File: config.mk
export PLATFORM = sky130hd
export DESIGN_NAME = seq_divider_flat
export DESIGN_NICKNAME = d
export VERILOG_FILES = /design/src/rtl/div_pkg.sv /design/src/rtl/seq_divider_if.sv /design/src/rtl/div_step.sv /design/src/rtl/seq_divider.sv /design/src/flat_wrapper.sv
export SDC_FILE = /design/constraint.sdc
export NUM_CORES = 1
export LEC_CHECK = 0
export CAP_MARGIN = 10
export CORE_MARGIN = 2
export CORE_UTILIZATION = 53
export DETAILED_ROUTE_END_ITERATION = 8
export GPL_TIMING_DRIVEN = 0
export PLACE_DENSITY_LB_ADDON = 0.15
export REMOVE_ABC_BUFFERS = 1
export SYNTH_ARGS = -nofsm -noshare
export SYNTH_HDL_FRONTEND = slang
export SYNTH_SLANG_ARGS = --single-unit
File: constraint.sdc
create_clock -name clk -period 7 [get_ports clk]
set_input_delay 1.4 -clock clk [delete_from_list [all_inputs] [get_ports clk]]
set_output_delay 1.4 -clock clk [all_outputs]
set_load 0.03 [all_outputs]
File: src/rtl/div_pkg.sv
// div_pkg: shared state encoding and constants for the sequential divider
package div_pkg;

    typedef enum logic [1:0] {
        IDLE,
        RUN,
        ADJ,
        DONE
    } state_t;

    localparam int DEF_WIDTH = 32;

    // Most-negative two's-complement value for a w-bit word (w <= 64), LSB-aligned
    function automatic logic [63:0] most_neg(input int w);
        return 64'(1) << (w - 1);
    endfunction

endpackage

File: src/rtl/seq_divider_if.sv
// seq_divider_if: start/busy/done handshake and operand/result bus of the divider
interface seq_divider_if
    import div_pkg::*;
#(
    parameter int WIDTH = DEF_WIDTH
);

    logic             start;
    logic [WIDTH-1:0] dividend;
    logic [WIDTH-1:0] divisor;
    logic             busy;
    logic             done;
    logic [WIDTH-1:0] quotient;
    logic [WIDTH-1:0] remainder;
    logic             div_by_zero;
    logic             overflow;

    modport master (
        output start, dividend, divisor,
        input  busy, done, quotient, remainder, div_by_zero, overflow
    );

    modport slave (
        input  start, dividend, divisor,
        output busy, done, quotient, remainder, div_by_zero, overflow
    );

endinterface

File: src/rtl/div_step.sv
// div_step: one restoring shift/trial-subtract iteration producing one quotient bit
module div_step #(
    parameter int WIDTH = 32
) (
    input  logic [WIDTH:0]   i_rem,
    input  logic             i_bit,
    input  logic [WIDTH-1:0] i_dvs,
    output logic [WIDTH:0]   o_rem,
    output logic             o_q
);

    logic [WIDTH:0] w_shift;
    logic [WIDTH:0] w_diff;

    assign w_shift = {i_rem[WIDTH-1:0], i_bit};
    assign w_diff  = w_shift - {1'b0, i_dvs};
    // A bit shifted out of the top means the shifted value certainly exceeds the divisor
    assign o_q     = i_rem[WIDTH] | ~w_diff[WIDTH];
    assign o_rem   = o_q ? w_diff : w_shift;

endmodule

File: src/rtl/seq_divider.sv
// seq_divider: multi-cycle signed restoring divider (quotient/remainder) with start/busy/done
module seq_divider
    import div_pkg::*;
#(
    parameter int WIDTH = DEF_WIDTH,
    parameter int CNT_W = 6
) (
    input  logic         clk,
    input  logic         reset,
    seq_divider_if.slave bus
);

    localparam logic [WIDTH-1:0] MOST_NEG = WIDTH'(most_neg(WIDTH));

    state_t           r_state;
    logic [CNT_W-1:0] r_cnt;
    logic [WIDTH:0]   r_prem;
    logic [WIDTH-1:0] r_q;
    logic [WIDTH-1:0] r_dvs;
    logic [WIDTH-1:0] r_quo;
    logic [WIDTH-1:0] r_rem;
    logic             r_sign_q;
    logic             r_sign_r;
    logic             r_ovf_cand;
    logic             r_busy;
    logic             r_done;
    logic             r_dbz;
    logic             r_ovf;

    logic [WIDTH:0]   w_prem;
    logic             w_qbit;
    logic [WIDTH-1:0] w_abs_dvd;
    logic [WIDTH-1:0] w_abs_dvs;

    // Magnitudes as unsigned values; the most-negative input maps to 2^(WIDTH-1)
    assign w_abs_dvd = bus.dividend[WIDTH-1] ? -bus.dividend : bus.dividend;
    assign w_abs_dvs = bus.divisor[WIDTH-1]  ? -bus.divisor  : bus.divisor;

    div_step #(.WIDTH(WIDTH)) u_step (
        .i_rem (r_prem),
        .i_bit (r_q[WIDTH-1]),
        .i_dvs (r_dvs),
        .o_rem (w_prem),
        .o_q   (w_qbit)
    );

    assign bus.busy        = r_busy;
    assign bus.done        = r_done;
    assign bus.quotient    = r_quo;
    assign bus.remainder   = r_rem;
    assign bus.div_by_zero = r_dbz;
    assign bus.overflow    = r_ovf;

    // Control FSM: accept, iterate one quotient bit per edge, sign-fix, then pulse done
    always_ff @(posedge clk or posedge reset) begin
        if (reset) begin
            r_state    <= IDLE;
            r_cnt      <= '0;
            r_prem     <= '0;
            r_q        <= '0;
            r_dvs      <= '0;
            r_quo      <= '0;
            r_rem      <= '0;
            r_sign_q   <= 1'b0;
            r_sign_r   <= 1'b0;
            r_ovf_cand <= 1'b0;
            r_busy     <= 1'b0;
            r_done     <= 1'b0;
            r_dbz      <= 1'b0;
            r_ovf      <= 1'b0;
        end else begin
            case (r_state)
                IDLE: begin
                    if (bus.start) begin
                        r_dbz <= bus.divisor == '0;
                        r_ovf <= 1'b0;
                        if (bus.divisor == '0) begin
                            r_quo   <= '1;
                            r_rem   <= bus.dividend;
                            r_done  <= 1'b1;
                            r_state <= DONE;
                        end else begin
                            r_q        <= w_abs_dvd;
                            r_dvs      <= w_abs_dvs;
                            r_prem     <= '0;
                            r_cnt      <= '0;
                            r_sign_q   <= bus.dividend[WIDTH-1] ^ bus.divisor[WIDTH-1];
                            r_sign_r   <= bus.dividend[WIDTH-1];
                            r_ovf_cand <= (bus.dividend == MOST_NEG) && (bus.divisor == '1);
                            r_busy     <= 1'b1;
                            r_state    <= RUN;
                        end
                    end
                end
                RUN: begin
                    r_prem <= w_prem;
                    r_q    <= {r_q[WIDTH-2:0], w_qbit};
                    r_cnt  <= r_cnt + CNT_W'(1);
                    if (r_cnt == CNT_W'(WIDTH - 1)) r_state <= ADJ;
                end
                ADJ: begin
                    r_quo   <= r_sign_q ? -r_q : r_q;
                    r_rem   <= r_sign_r ? -r_prem[WIDTH-1:0] : r_prem[WIDTH-1:0];
                    r_ovf   <= r_ovf_cand;
                    r_busy  <= 1'b0;
                    r_done  <= 1'b1;
                    r_state <= DONE;
                end
                DONE: begin
                    r_done  <= 1'b0;
                    r_state <= IDLE;
                end
            endcase
        end
    end

endmodule
File: src/flat_wrapper.sv
// flat-port wrapper written by rule: the top's interface ports become plain ports
module seq_divider_flat import div_pkg::*;
#(
    parameter int WIDTH = DEF_WIDTH,
    parameter int CNT_W = 6
)
  (clk, reset, bus_start, bus_dividend, bus_divisor, bus_busy, bus_done, bus_quotient, bus_remainder, bus_div_by_zero, bus_overflow);
  seq_divider_if #(.WIDTH(WIDTH)) bus_i ();
  input  logic clk;
  input  logic reset;
  input wire logic [$bits(bus_i.start)-1:0] bus_start;
  input wire logic [$bits(bus_i.dividend)-1:0] bus_dividend;
  input wire logic [$bits(bus_i.divisor)-1:0] bus_divisor;
  output wire logic [$bits(bus_i.busy)-1:0] bus_busy;
  output wire logic [$bits(bus_i.done)-1:0] bus_done;
  output wire logic [$bits(bus_i.quotient)-1:0] bus_quotient;
  output wire logic [$bits(bus_i.remainder)-1:0] bus_remainder;
  output wire logic [$bits(bus_i.div_by_zero)-1:0] bus_div_by_zero;
  output wire logic [$bits(bus_i.overflow)-1:0] bus_overflow;
  assign bus_i.start = bus_start;
  assign bus_i.dividend = bus_dividend;
  assign bus_i.divisor = bus_divisor;
  assign bus_busy = bus_i.busy;
  assign bus_done = bus_i.done;
  assign bus_quotient = bus_i.quotient;
  assign bus_remainder = bus_i.remainder;
  assign bus_div_by_zero = bus_i.div_by_zero;
  assign bus_overflow = bus_i.overflow;
  seq_divider #(.WIDTH(WIDTH), .CNT_W(CNT_W)) u_core (.clk(clk), .reset(reset), .bus(bus_i));
endmodule
==> results.txt <==
- Antenna violations before repair: 0
- Antenna diode count: 0
- The detailed router finished its first iteration with 643 violations.
- In this run the power spent charging and discharging nets is 2.52 mW.
* Combinational fraction of design power: 51.4%
- Setup Buffers After CTS: 0
- Total instance count after detailed placement: 1756
- Number of warning messages in the yosys log: 0
- Of the cells placed in the final design, the portion with a size suffix greater than 1 is 5.04%.
- TritonCTS built the clock tree.
- Number of filler instances in the final layout: 1928
- H-tree lvl count: 4
- Compared with the post-synthesis result, the final layout area differs by 19.3%.
- In this run, the clock network consumes 18.5% of the power.
- The min-delay analysis places its worst path in the category register to register.
- Chip height: 153 um
* Total power of the final layout: 5.75 mW
- Largest driver fanout on the critical path: 18
- Non-Filler Instances: 1789
- The multi-input combinational cells in the finished layout cover a total of 6930 um^2.
* Number of vias in the routed layout: 10200
- The longest clock path from root to sink contains 2 buffers.
- The worst setup path is captured at a register.
- Global routing used 24.6% of the available tracks across all layers.
- The floorplan step defined a die boundary enclosing 23500 um^2.
* Count of final setup violators: 0
- Number of resized instances in the post-cts repair step: 0
* Initial core utilization: 54.1%
- Core occupancy in the finished layout: 64.5%
- Clk_lat worst skew: 0.43 ns
* Async set-or-reset flop fraction in the synthesized netlist: 100%
- The detail route stage leaves a number of antenna-violating nets equal to 0.
- Core region area: 21900 um^2
* Sequential Power Share: 30.1%
- Counting every instance in the synthesized netlist gives 1406.
- DRC viols: 0
- Crit Path Category: input pin to register
* Switching fraction of total power: 43.9%
- WP data required: 7.32 ns
- HPWL after detailed placement: 21300 um
- Total count of hold-check failures in the final report: 0
- Vias per Instance: 5.68
- Post-synthesis sequential area ratio: 37.2%
- Via count of the first global-routing pass: 9273
- Global routing finished with a remaining overflow of 0.
* Routed WL per cell: 16.0 um
- The first global-routing pass estimated 47500 um of wire.
- Cell-internal power: 3.23 mW
- Die W: 153 um
- Final period utilization: 71.2%
- The run finished with clean final reports.
* Register Area: 4400 um^2
- Timing would allow up to 0.201 GHz.
* Synth Flop Type: sky130_fd_sc_hd__dfrtp_1
- The number of slew-limit violations in the final report came to 0.
- Yosys mapped a number of flops with a built-in enable equal to 0.
* Clock buffer count from CTS: 17
* Final worst path period need: 4.98 ns
- Setup clock skew after layout: 0.0134 ns
* Transition time at the pin with the least slew margin: 1.17 ns
- Sink count of the clock tree: 176
- Arrival time worst endpoint: 5.31 ns
- The tool flagged a number of max-cap violations equal to 0.
* First-pass DRT Iterations: 6
- Setup repair after global routing left no endpoint under its margin.
* Synthesized cell area: 11800 um^2
* Static leakage: 6.09 nW
- Number of cell rows: 54
* Count of different cell masters after synthesis: 68
- Entering global routing, the biggest net connects 109 pins.
- Average size of a mapped cell: 8.42 um^2
- Number of hold buffers added after CTS: 0
* Crit start category: input pin
* Normalized max-slew margin: 21.8%
* Aggregate routed wire length: 28600 um
- Clk slew on worst S/H paths: 0.07 ns
- Power spread over the standard cell area amounts to 407 nW/um^2.
* Buffers added on ports: 134
- Clock tree root driver cell: sky130_fd_sc_hd__clkbuf_16
- #FFs+latches synth: 176
* Final weighted congestion of routability-driven global placement: 0.903
- For this run, the post-layout net count is 1606.
- Pin placement for this block handled 135 I/O pins.
* Worst IR Drop VDD: 0.000170 V
-- worst paths after layout --
kind | from | endpoint | slack (ns) | cells after the start
max in group asynchronous | reset | u_core.r_prem[25]$_DFFE_PP0P_ | 4.73 | 3
hold reg to reg | u_core.bus.remainder[3]$_DFFE_PP0P_ | u_core.bus.remainder[3]$_DFFE_PP0P_ | 0.48 | 2
hold / removal | u_core.bus.remainder[3]$_DFFE_PP0P_ | u_core.bus.remainder[3]$_DFFE_PP0P_ | 0.48 | 2
setup / recovery | bus_divisor[0] | u_core.r_cnt[5]$_DFFE_PP0P_ | 2.02 | 12
min in group asynchronous | reset | u_core.bus.quotient[2]$_DFFE_PP0P_ | 1.39 | 2
setup reg to reg | u_core.r_q[31]$_DFFE_PP0P_ | u_core.r_prem[10]$_DFFE_PP0P_ | 2.58 | 13
-- worst max-delay path: stages --
cell	delay (ns)
sky130_fd_sc_hd__clkdlybuf4s50_1	0.44
sky130_fd_sc_hd__inv_1	0.11
sky130_fd_sc_hd__ha_1	0.17
sky130_fd_sc_hd__or3b_1	0.38
sky130_fd_sc_hd__or4b_4	0.60
sky130_fd_sc_hd__nor4_1	0.96
sky130_fd_sc_hd__nor2_4	0.20
sky130_fd_sc_hd__a21oi_4	0.50
sky130_fd_sc_hd__nor2_1	0.16
sky130_fd_sc_hd__nand3_1	0.13
sky130_fd_sc_hd__xor2_1	0.18
sky130_fd_sc_hd__nor2_1	0.06
-- metal layers --
| layer | share of wire, % | vias to the layer above | global-route usage (%) | wire length, um |
|---|---|---|---|---|
| met1 | 48 | 4731 | 35.5 | 13800 |
| li1 | - | 5135 | - | - |
| met5 | 0 | - | 0 | 0 |
| met3 | 3.9 | 34 | 2.89 | 1120 |
| met4 | 2.0 | 0 | 7.08 | 578 |
| met2 | 46 | 268 | 39.4 | 13100 |
-- registers in the layout, indices dropped and copies added, names as in the netlist, 2 cells and up --
signal and cells:
u_core.r_state 2, u_core.bus.quotient 32, u_core.r_cnt 6, u_core.r_prem 33, u_core.r_dvs 32, u_core.r_q 32, u_core.bus.remainder 32
-- final cells by class --
| class | count | share of cell area [%] |
|---|---|---|
| Multi-Input combinational cell | 1102 | 49.1 |
| Sequential cell | 176 | 31.2 |
| Timing Repair Buffer | 144 | 11.1 |
| Clock buffer | 17 | 3.01 |
| Tap cell | 280 | 2.48 |
| Clock inverter | 15 | 1.64 |
| Inverter | 55 | 1.52 |
-- Yosys cell counts (all sizes together), types with 5 or more instances --
cell,n,area share [%]
nand2,181,5.7
dfrtp,176,37
o21ai,169,7.2
nor2,131,4.2
a21oi,116,4.9
xor2,106,7.8
inv,55,1.7
mux2i,49,4.1
clkbuf,44,1.4
ha,42,4.4
xnor2,42,3.1
o31ai,35,2.2
buf,29,1.4
a31oi,22,1.2
a21o,20,1.3
or4,17,1.1
o41ai,16,1.3
or3,15,0.92
nand3,13,0.55
nand4,13,0.69
nor4,12,0.63
or2,12,0.63
nor3,11,0.47
nor2b,10,0.53
o21a,7,0.44
nand2b,6,0.32
a22o,5,0.37
o211ai,5,0.32
-- placed cells by master (no fill, tap or decap), drive strengths merged, types with 16 or more instances in the layout --
cell type and n:
nand2 181, dfrtp 176, o21ai 169, clkdlybuf4s50 134
nor2 131, a21oi 116, xor2 106, inv 59
mux2i 49, xnor2 42, ha 42, o31ai 35
a31oi 22, a21o 20, clkbuf 17, or4 17
o41ai 16
-- through the flow --
step	setup TNS, ns	hold slack, ns	worst slack, ns	area [um^2]
after floorplan	-37.96	0.450	-0.909	11500
after global placement	-537.73	0.464	-4.37	13200
after CTS	0	0.487	2.01	14100
final	0	0.480	2.02	14100
after detailed placement	0	0.471	1.56	13400
after global routing	0	0.507	1.71	14100
-- power groups by stage --
| stage | combinational (mW) | sequential [mW] | clock [mW] |
|---|---|---|---|
| floorplan | 1.71 | 2.00 | 0 |
| global placement | 2.82 | 1.74 | 0 |
| finish | 2.96 | 1.73 | 1.06 |
| CTS | 2.96 | 1.73 | 1.08 |
| detailed placement | 2.95 | 1.75 | 0 |
| global route | 3.27 | 1.80 | 1.12 |
-- cells by family (layout without fill, tap and decap cells) --
logic type / after synthesis / in the layout / synth area share [%]
buffers and inverters: 128 / 231 / 4.57
and+or+nand+nor: 440 / 440 / 17.2
xor gates and xnor gates: 148 / 148 / 11.0
DFF: 176 / 176 / 37.2
AOI/OAI and AO/OA: 419 / 419 / 21.0
adders and majority gates: 43 / 43 / 4.61
muxes: 52 / 52 / 4.43
Note: power is estimated with default switching activity, not from simulation.
